==> src/rtl/exibe_sequencia_pkg.sv <==
// Shared definitions for the memory game: data widths and the presenter FSM
// state encoding (codes are also shown on the hex display).
package exibe_sequencia_pkg;

    localparam int LED_W  = 4;
    localparam int ADDR_W = 4;

    typedef enum logic [3:0] {
        OCIOSO  = 4'd0,
        LEITURA = 4'd1,
        ACENDE  = 4'd2,
        APAGA   = 4'd3,
        PROXIMO = 4'd4,
        FIM     = 4'd5
    } estado_t;

    function automatic logic estado_ativo(input estado_t e);
        return (e != OCIOSO);
    endfunction

endpackage

==> src/rtl/exibe_sequencia_contador.sv <==
// Generic up-counter with synchronous clear, count enable and a terminal-count
// flag against a selectable limit; also used by the game's timeout logic.
module contador_temporizador #(
    parameter int W = 13
) (
    input  logic         i_clk,
    input  logic         i_rst,
    input  logic         i_clear,
    input  logic         i_enable,
    input  logic [W-1:0] i_limite,
    output logic         o_fim
);

    logic [W-1:0] r_count;

    always_ff @(posedge i_clk or posedge i_rst) begin
        if (i_rst) begin
            r_count <= '0;
        end else if (i_clear) begin
            r_count <= '0;
        end else if (i_enable) begin
            r_count <= r_count + 1'b1;
        end
    end

    // Flag is independent of i_enable so the caller can use it without a comb loop.
    assign o_fim = (r_count == i_limite);

endmodule

==> src/rtl/exibe_sequencia.sv <==
// Plays the stored colour sequence (addresses 0..rodada) on the LEDs: each
// value lit for ON_CYCLES, then blank for OFF_CYCLES; pulses pronto at the end.
module exibe_sequencia
    import exibe_sequencia_pkg::*;
#(
    parameter int ON_CYCLES  = 5000,
    parameter int OFF_CYCLES = 2000,
    parameter int CNT_W      = 13
) (
    input  logic              clock,
    input  logic              reset,
    input  logic              iniciar,
    input  logic [ADDR_W-1:0] rodada,
    input  logic [LED_W-1:0]  dado,
    output logic [ADDR_W-1:0] endereco,
    output logic [LED_W-1:0]  leds,
    output logic              ocupado,
    output logic              pronto,
    output logic [3:0]        db_estado
);

    localparam logic [CNT_W-1:0] ON_TERM  = CNT_W'(ON_CYCLES - 1);
    localparam logic [CNT_W-1:0] OFF_TERM = CNT_W'(OFF_CYCLES - 1);

    estado_t           r_estado;
    logic [ADDR_W-1:0] r_endereco;
    logic [LED_W-1:0]  r_leds;
    logic [ADDR_W-1:0] r_rodada;

    estado_t           w_prox_estado;
    logic [ADDR_W-1:0] w_prox_endereco;
    logic [LED_W-1:0]  w_prox_leds;
    logic [ADDR_W-1:0] w_prox_rodada;
    logic              w_limpa;
    logic              w_conta;
    logic              w_fim;
    logic [CNT_W-1:0]  w_limite;

    assign w_limite = (r_estado == APAGA) ? OFF_TERM : ON_TERM;

    contador_temporizador #(
        .W (CNT_W)
    ) u_timer (
        .i_clk    (clock),
        .i_rst    (reset),
        .i_clear  (w_limpa),
        .i_enable (w_conta),
        .i_limite (w_limite),
        .o_fim    (w_fim)
    );

    always_ff @(posedge clock or posedge reset) begin
        if (reset) begin
            r_estado   <= OCIOSO;
            r_endereco <= '0;
            r_leds     <= '0;
            r_rodada   <= '0;
        end else begin
            r_estado   <= w_prox_estado;
            r_endereco <= w_prox_endereco;
            r_leds     <= w_prox_leds;
            r_rodada   <= w_prox_rodada;
        end
    end

    always_comb begin
        w_prox_estado   = r_estado;
        w_prox_endereco = r_endereco;
        w_prox_leds     = r_leds;
        w_prox_rodada   = r_rodada;
        w_limpa         = 1'b0;
        w_conta         = 1'b0;

        case (r_estado)
            OCIOSO: begin
                w_prox_leds = '0;
                if (iniciar) begin
                    w_prox_rodada   = rodada;
                    w_prox_endereco = '0;
                    w_prox_estado   = LEITURA;
                end
            end
            LEITURA: begin
                w_prox_leds   = dado;
                w_limpa       = 1'b1;
                w_prox_estado = ACENDE;
            end
            ACENDE: begin
                w_conta = 1'b1;
                if (w_fim) begin
                    w_prox_leds   = '0;
                    w_limpa       = 1'b1;
                    w_prox_estado = APAGA;
                end
            end
            APAGA: begin
                w_conta = 1'b1;
                if (w_fim) begin
                    w_prox_estado = PROXIMO;
                end
            end
            PROXIMO: begin
                // Compare before incrementing so rodada=15 ends without wrapping.
                if (r_endereco == r_rodada) begin
                    w_prox_estado = FIM;
                end else begin
                    w_prox_endereco = r_endereco + 1'b1;
                    w_prox_estado   = LEITURA;
                end
            end
            FIM: begin
                w_prox_estado = OCIOSO;
            end
            default: begin
                w_prox_leds   = '0;
                w_prox_estado = OCIOSO;
            end
        endcase
    end

    assign endereco  = r_endereco;
    assign leds      = r_leds;
    assign ocupado   = estado_ativo(r_estado);
    assign pronto    = (r_estado == FIM);
    assign db_estado = r_estado;

endmodule

==> config.mk <==
export PLATFORM = sky130hd
export DESIGN_NAME = exibe_sequencia
export DESIGN_NICKNAME = d
export VERILOG_FILES = /design/src/rtl/exibe_sequencia_pkg.sv /design/src/rtl/exibe_sequencia_contador.sv /design/src/rtl/exibe_sequencia.sv
export SDC_FILE = /design/constraint.sdc
export NUM_CORES = 1
export LEC_CHECK = 0
export ABC_CLOCK_PERIOD_IN_PS = 4400
export BUFFER_PORTS_ARGS = -buffer_cell sky130_fd_sc_hd__buf_4
export CAP_MARGIN = 30
export CORE_ASPECT_RATIO = 0.7
export CORE_MARGIN = 3
export CORE_UTILIZATION = 59
export DETAILED_ROUTE_END_ITERATION = 8
export HOLD_SLACK_MARGIN = 0.12
export PLACE_DENSITY_LB_ADDON = 0.1
export SLEW_MARGIN = 20
export SYNTH_ARGS = -nofsm -noshare
export SYNTH_HDL_FRONTEND = slang
export SYNTH_SLANG_ARGS = --single-unit
==> constraint.sdc <==
create_clock -name clock -period 4.4 [get_ports clock]
set_input_delay 0.66 -clock clock [delete_from_list [all_inputs] [get_ports clock]]
set_output_delay 0.66 -clock clock [all_outputs]
set_load 0.01 [all_outputs]
Word level (Yosys, flattened, before mapping)
Index checks and enable logic that the tools add are counted.
{"block": "totals", "register_bits": 29, "in_bits": 11, "out_inout_bits": 14, "wordCells": 45}
{"block": "op_classes", "addsub": 2, "eq_ne": 11, "muxes": 16, "n_bitwise": 1, "reduce_logical": 10}
{"op": "$mux 13", "count": 3}
{"op": "$mux 4", "count": 6}
{"op": "$pmux 4 s5", "count": 1}
{"op": "$add 13x1->13 const B", "count": 1}
{"op": "$eq 13x13->1", "count": 1}
{"op": "$pmux 4 s3", "count": 1}
{"op": "$eq 4x2->1 const B", "count": 2}
{"op": "$eq 4x3->1 const B", "count": 2}
{"op": "$pmux 4 s2", "count": 1}
{"op": "$reduce_and 3->1", "count": 2}
{"op": "$add 4x1->4 const B", "count": 1}
{"op": "$eq 4x1->1 const B", "count": 1}
{"op": "$eq 4x4->1", "count": 1}
{"op": "$logic_not 4->1", "count": 1}
{"op": "$ne 2x1->1 const B", "count": 2}
{"op": "$ne 2x2->1 const B", "count": 2}
{"op": "$reduce_and 2->1", "count": 2}
{"op": "$reduce_bool 2->1", "count": 2}
{"op": "$reduce_bool 4->1", "count": 1}
{"op": "$mux 3", "count": 1}
{"op": "$reduce_or 3->1", "count": 1}
{"op": "$mux 1", "count": 2}
{"op": "$pmux 1 s2", "count": 1}
{"op": "$reduce_or 2->1", "count": 1}
{"op": "$not 1->1", "count": 1}

Depth between registers and ports, before layout
{"block": "depth", "ltp_word": 6, "depth_mapped": 6}

Cells and area by module
From an unflattened synthesis, not the netlist that was laid out.
{"block": "hier_totals", "hier_cells": 158, "area_unflattened_um2": 1620.3}
{"mod": "exibe_sequencia", "instances": 1, "cells_per_inst": 77, "area_each_um2": 823.3, "seq_area_each_um2": 375.4}
{"mod": "contador_temporizador", "instances": 1, "cells_per_inst": 81, "area_each_um2": 797.0, "seq_area_each_um2": 325.3}

Worst setup path after synthesis
Ideal clock, no wire load.
{"block": "synth_path", "path_kind": "register to register", "from": "reg u_timer.r_count[11]", "to": "reg u_timer.r_count[10]", "arrival_time_ns": 1.625, "t_required_ns": 4.281, "path_slack_ns": 2.656, "path_stages_with_launch": 6, "path_buffers": 1, "path_cell_list": "dfrtp_1 or4b_4 nor4_4 a21o_1 buf_6 nor2_1"}
{"block": "synth_via", "elab_chain_cells": 4}
{"element": "start, declared", "line_no": "exibe_sequencia_contador.sv:14", "rtl": "logic [W-1:0] r_count;"}
{"element": "start signal, assigned", "line_no": "exibe_sequencia_contador.sv:22", "rtl": "r_count <= r_count + 1'b1;"}
{"element": "$eq 13x13->1 (*)", "line_no": "exibe_sequencia_contador.sv:27", "rtl": "assign o_fim = (r_count == i_limite);"}
{"element": "$mux 1 (*)", "line_no": "exibe_sequencia.sv:90", "rtl": "if (w_fim) begin"}
{"element": "$pmux 1 s2 (*)", "line_no": "exibe_sequencia.sv:74", "rtl": "case (r_estado)"}
{"element": "$mux 13 / $reduce_bool 2->1 (equally long branches)"}
Every way passes the cells marked *; elsewhere a longest branch is shown, timed or not.
A chain may end at the register's enable or synchronous reset.

Final worst setup path
{"block": "layout_path", "from": "reg r_estado[1], in the netlist db_estado[1]", "to": "out ocupado"}
{"block": "layout_via", "elab_chain_cells": 1}
{"element": "start, declared", "line_no": "exibe_sequencia.sv:25", "rtl": "estado_t r_estado;"}
{"element": "start signal, assigned", "line_no": "exibe_sequencia.sv:59", "rtl": "r_estado <= w_prox_estado;"}
{"element": "$reduce_bool 4->1", "line_no": "exibe_sequencia_pkg.sv:18", "rtl": "return (e != OCIOSO);"}
{"element": "end, declared", "line_no": "exibe_sequencia.sv:17", "rtl": "output logic ocupado,"}
Every way passes these cells.

==> results.md <==
* Die Width at roughly 66 um
* Die height at 47.8 um
* Top Ports at 25
* Setup crit end kind: output pin
* Avg WL per Cell at around 16 um
* Gp weighted congestion at 0.806
* CTS root buffer: clkbuf_4
* DRT Wirelength at around 3200 um
* Commonest cells after routing, fill and taps aside: dfrtp_1, buf_4, nor2_1
* Final Hold Vio Count at 0
* Yosys reg bits at 28
* Crit path kind: flip-flop to output pin
* Max_cap viols at 0
* ANT nets after route at 0
* CTS buffer count at 3
* Initial Utilization at between 60% and 70%
* Non-Filler Instances at around 200
* Number of flops mapped to enable cells by yosys at 0
* Via/cell ratio at approximately 5.7
* Worst slew pin tran at around 0.71 ns
* Drt first-iter violations at ~100
* Cell Area, Synth at 1470 sq um
* Share of cells above drive strength 1 at about a fifth
* Leading area contributor after synthesis: dfrtp_1
* Post-synthesis adder-cell area fraction at 1.70%
* Worst Path Arrival at 1.44 ns
* Via count at 1,164
* Synth Flop Type: dfrtp_1
* Distinct cells, synth at 36
* Largest net degree at the start of global routing at 16
* Commonest non-fill, non-tap cell in the layout: dfrtp_1
* CTS max path bufs at 2
* Post-synthesis mux area share at 1.44%
* Largest family of logic cells by synthesized area: simple AND/OR/NAND/NOR gates
* Sequential area share after synthesis at 47.6%
* Critical Path RT at about 3.7 ns
* Setup TNS at 0 ns
* Row cnt at 14
* Dpl cells at 200
* Sinks on Clock Net at 28
* Cell area after layout at between 1500 and 2000 sq um
* Hold-fix buffers, CTS at 0
* Post-place instance area at between 1500 and 2000 sq um
* Remaining DRCs at 0
* Yosys top cell area share at 47.6%
* Synth Area in Simple Gates at about 24%
* Total gr overflow at 0
* R2R depth at 4
* Clock H-tree levels at 1
* Clock power share at between 30% and 40%
* Critical Path Fanout Max at 12
* Worst Setup Start Kind: flip-flop
* Slew HR at between 50% and 60%
* Clock skew at 0.00357 ns
* Ys async rst share at between 90% and 100%
* XOR/XNOR share of the synthesized area at under 10%
* Slew Viols, Final at 0
* Number of global-route vias before repair at between 1,000 and 1,500
* Final period utilization at a little under half
* Fmax at roughly 480 MHz
* Core area at between 2000 and 2500 sq um
* CTS clk-pin slew, worst paths at roughly 0.14 ns
* Top cells by area, synth: dfrtp_1, xnor2_1, nor2_1, nand2_1, a22o_1
* Utilization after layout at roughly 75%
* First-pass GRT wire length at approximately 5300 um
* Sw frac at a little over 20%
* Gate count of the mapped netlist at 150
* Logic pwr share at 5.0%
* Leakage at ~0.00075 uW
* Overall routing resource usage at 22.8%
* Worst skew pair latency at between 0.3 and 0.4 ns
* ANT cells at 0
* Internal power at roughly 320 uW
* Setup repair after global routing missed its margin: false
* Total iterations of the first detailed-routing run at 4
* Post-synth net total at 163
* P per Cell Area at between 200 and 250 nW/um^2
* Die area at ~3100 sq um
* Worst hold slack at around 0.37 ns
* Worst min path class: primary input to asynchronous set/reset pin
* Area grow syn2layout at 15.4%
* Port Buffers at 23
* Compound-Gate Fraction of Synth Area at between 10% and 20%
* NetSw at 83.1 uW
* Min Tclk post-route at between 2 and 2.5 ns
* Syn Area/Cell at roughly 9.8 sq um
* Setup bufs post-CTS at 0
* Post-DP HPWL at between 2000 and 2500 um
* Endpoints failing setup at 0
* Peak supply drop at between 0.2 and 0.25 mV
* Status: finished, final reports clean
* Resize count post-CTS at 0
* Synth warnings at 0
* Seq pwr share at 64.5%
* CTS tree: done
* Initial antenna violation count at 0
* Nets at ~190
## kinds of logic (layout without fill, tap and decap cells)
group,count (synthesis),after routing
AO/OA/AOI/OAI,21,21
flip-flops,28,28
AND/OR/NAND/NOR,68,68
buffers and inverters,14,37
other,1,1
adder cells (fa/ha/maj),2,2
XOR/XNOR,14,14
multiplexers,2,2
## through the flow
step,setup slack (ns),power (uW)
after detailed placement,2.43,286
final,2.30,403
after floorplan,2.66,273
after global placement,2.48,284
after CTS,2.31,404
after global routing,2.16,421
## synth_stat cells (all sizes together) (2+ instances only)
library cell / count
inv: 8
dfrtp: 28
or4b: 2
nand4: 3
nand2b: 2
nor2: 18
nor3: 7
ha: 2
xor2: 4
o31ai: 4
a22o: 6
nand3: 7
nor4: 7
xnor2: 10
clkbuf: 2
nand2: 17
o21ai: 3
buf: 4
o211ai: 2
## final cells by class
cell class	count	area, sq um
inverter	8	30.0
clock buffer	4	36.3
sequential	28	701
fill	162	561
tap	32	40.0
multi-input combinational	108	697
timing repair buffer	25	195
## state kept, by name, summed over array words and instances (netlist names)
register	cells
u_timer.r_count	13
endereco	4
leds	4
r_rodada	4
db_estado	3
## worst max-delay path, cell delays in order, from the launching register on
cell and delay, ns:
dfrtp_1 0.53, nor3_1 0.35, inv_1 0.08, buf_4 0.15
## power by group through the flow
stage / sequential [uW] / combinational, uW / clock [uW]
after global placement: 265 / 18.4 / 0
after detailed placement: 265 / 20.5 / 0
after global routing: 261 / 22.2 / 138
final: 260 / 20.0 / 123
after floorplan: 266 / 6.82 / 0
after CTS: 260 / 20.5 / 123
## metal layers
| layer | global-route usage [%] | vias up | routed length (um) |
|---|---|---|---|
| met1 | 31.3 | 553 | 1490 |
| li1 | - | 566 | - |
| met2 | 35.9 | 40 | 1410 |
| met3 | 8.45 | 5 | 276 |
| met5 | 0 | - | 0 |
| met4 | 3.72 | 0 | 20 |
## worst paths after layout
path                                     from                   to  slack [ns]
min                                     reset              leds[2]        0.37
max                              db_estado[1]              ocupado        2.30
max reg2reg                u_timer.r_count[5]   u_timer.r_count[3]        2.40
min reg2reg                       r_rodada[2]          r_rodada[2]        0.52
max in group asynchronous               reset  u_timer.r_count[11]        3.54
min in group clock                  rodada[0]          r_rodada[0]        0.51
Power figures use the tool's default switching activity.
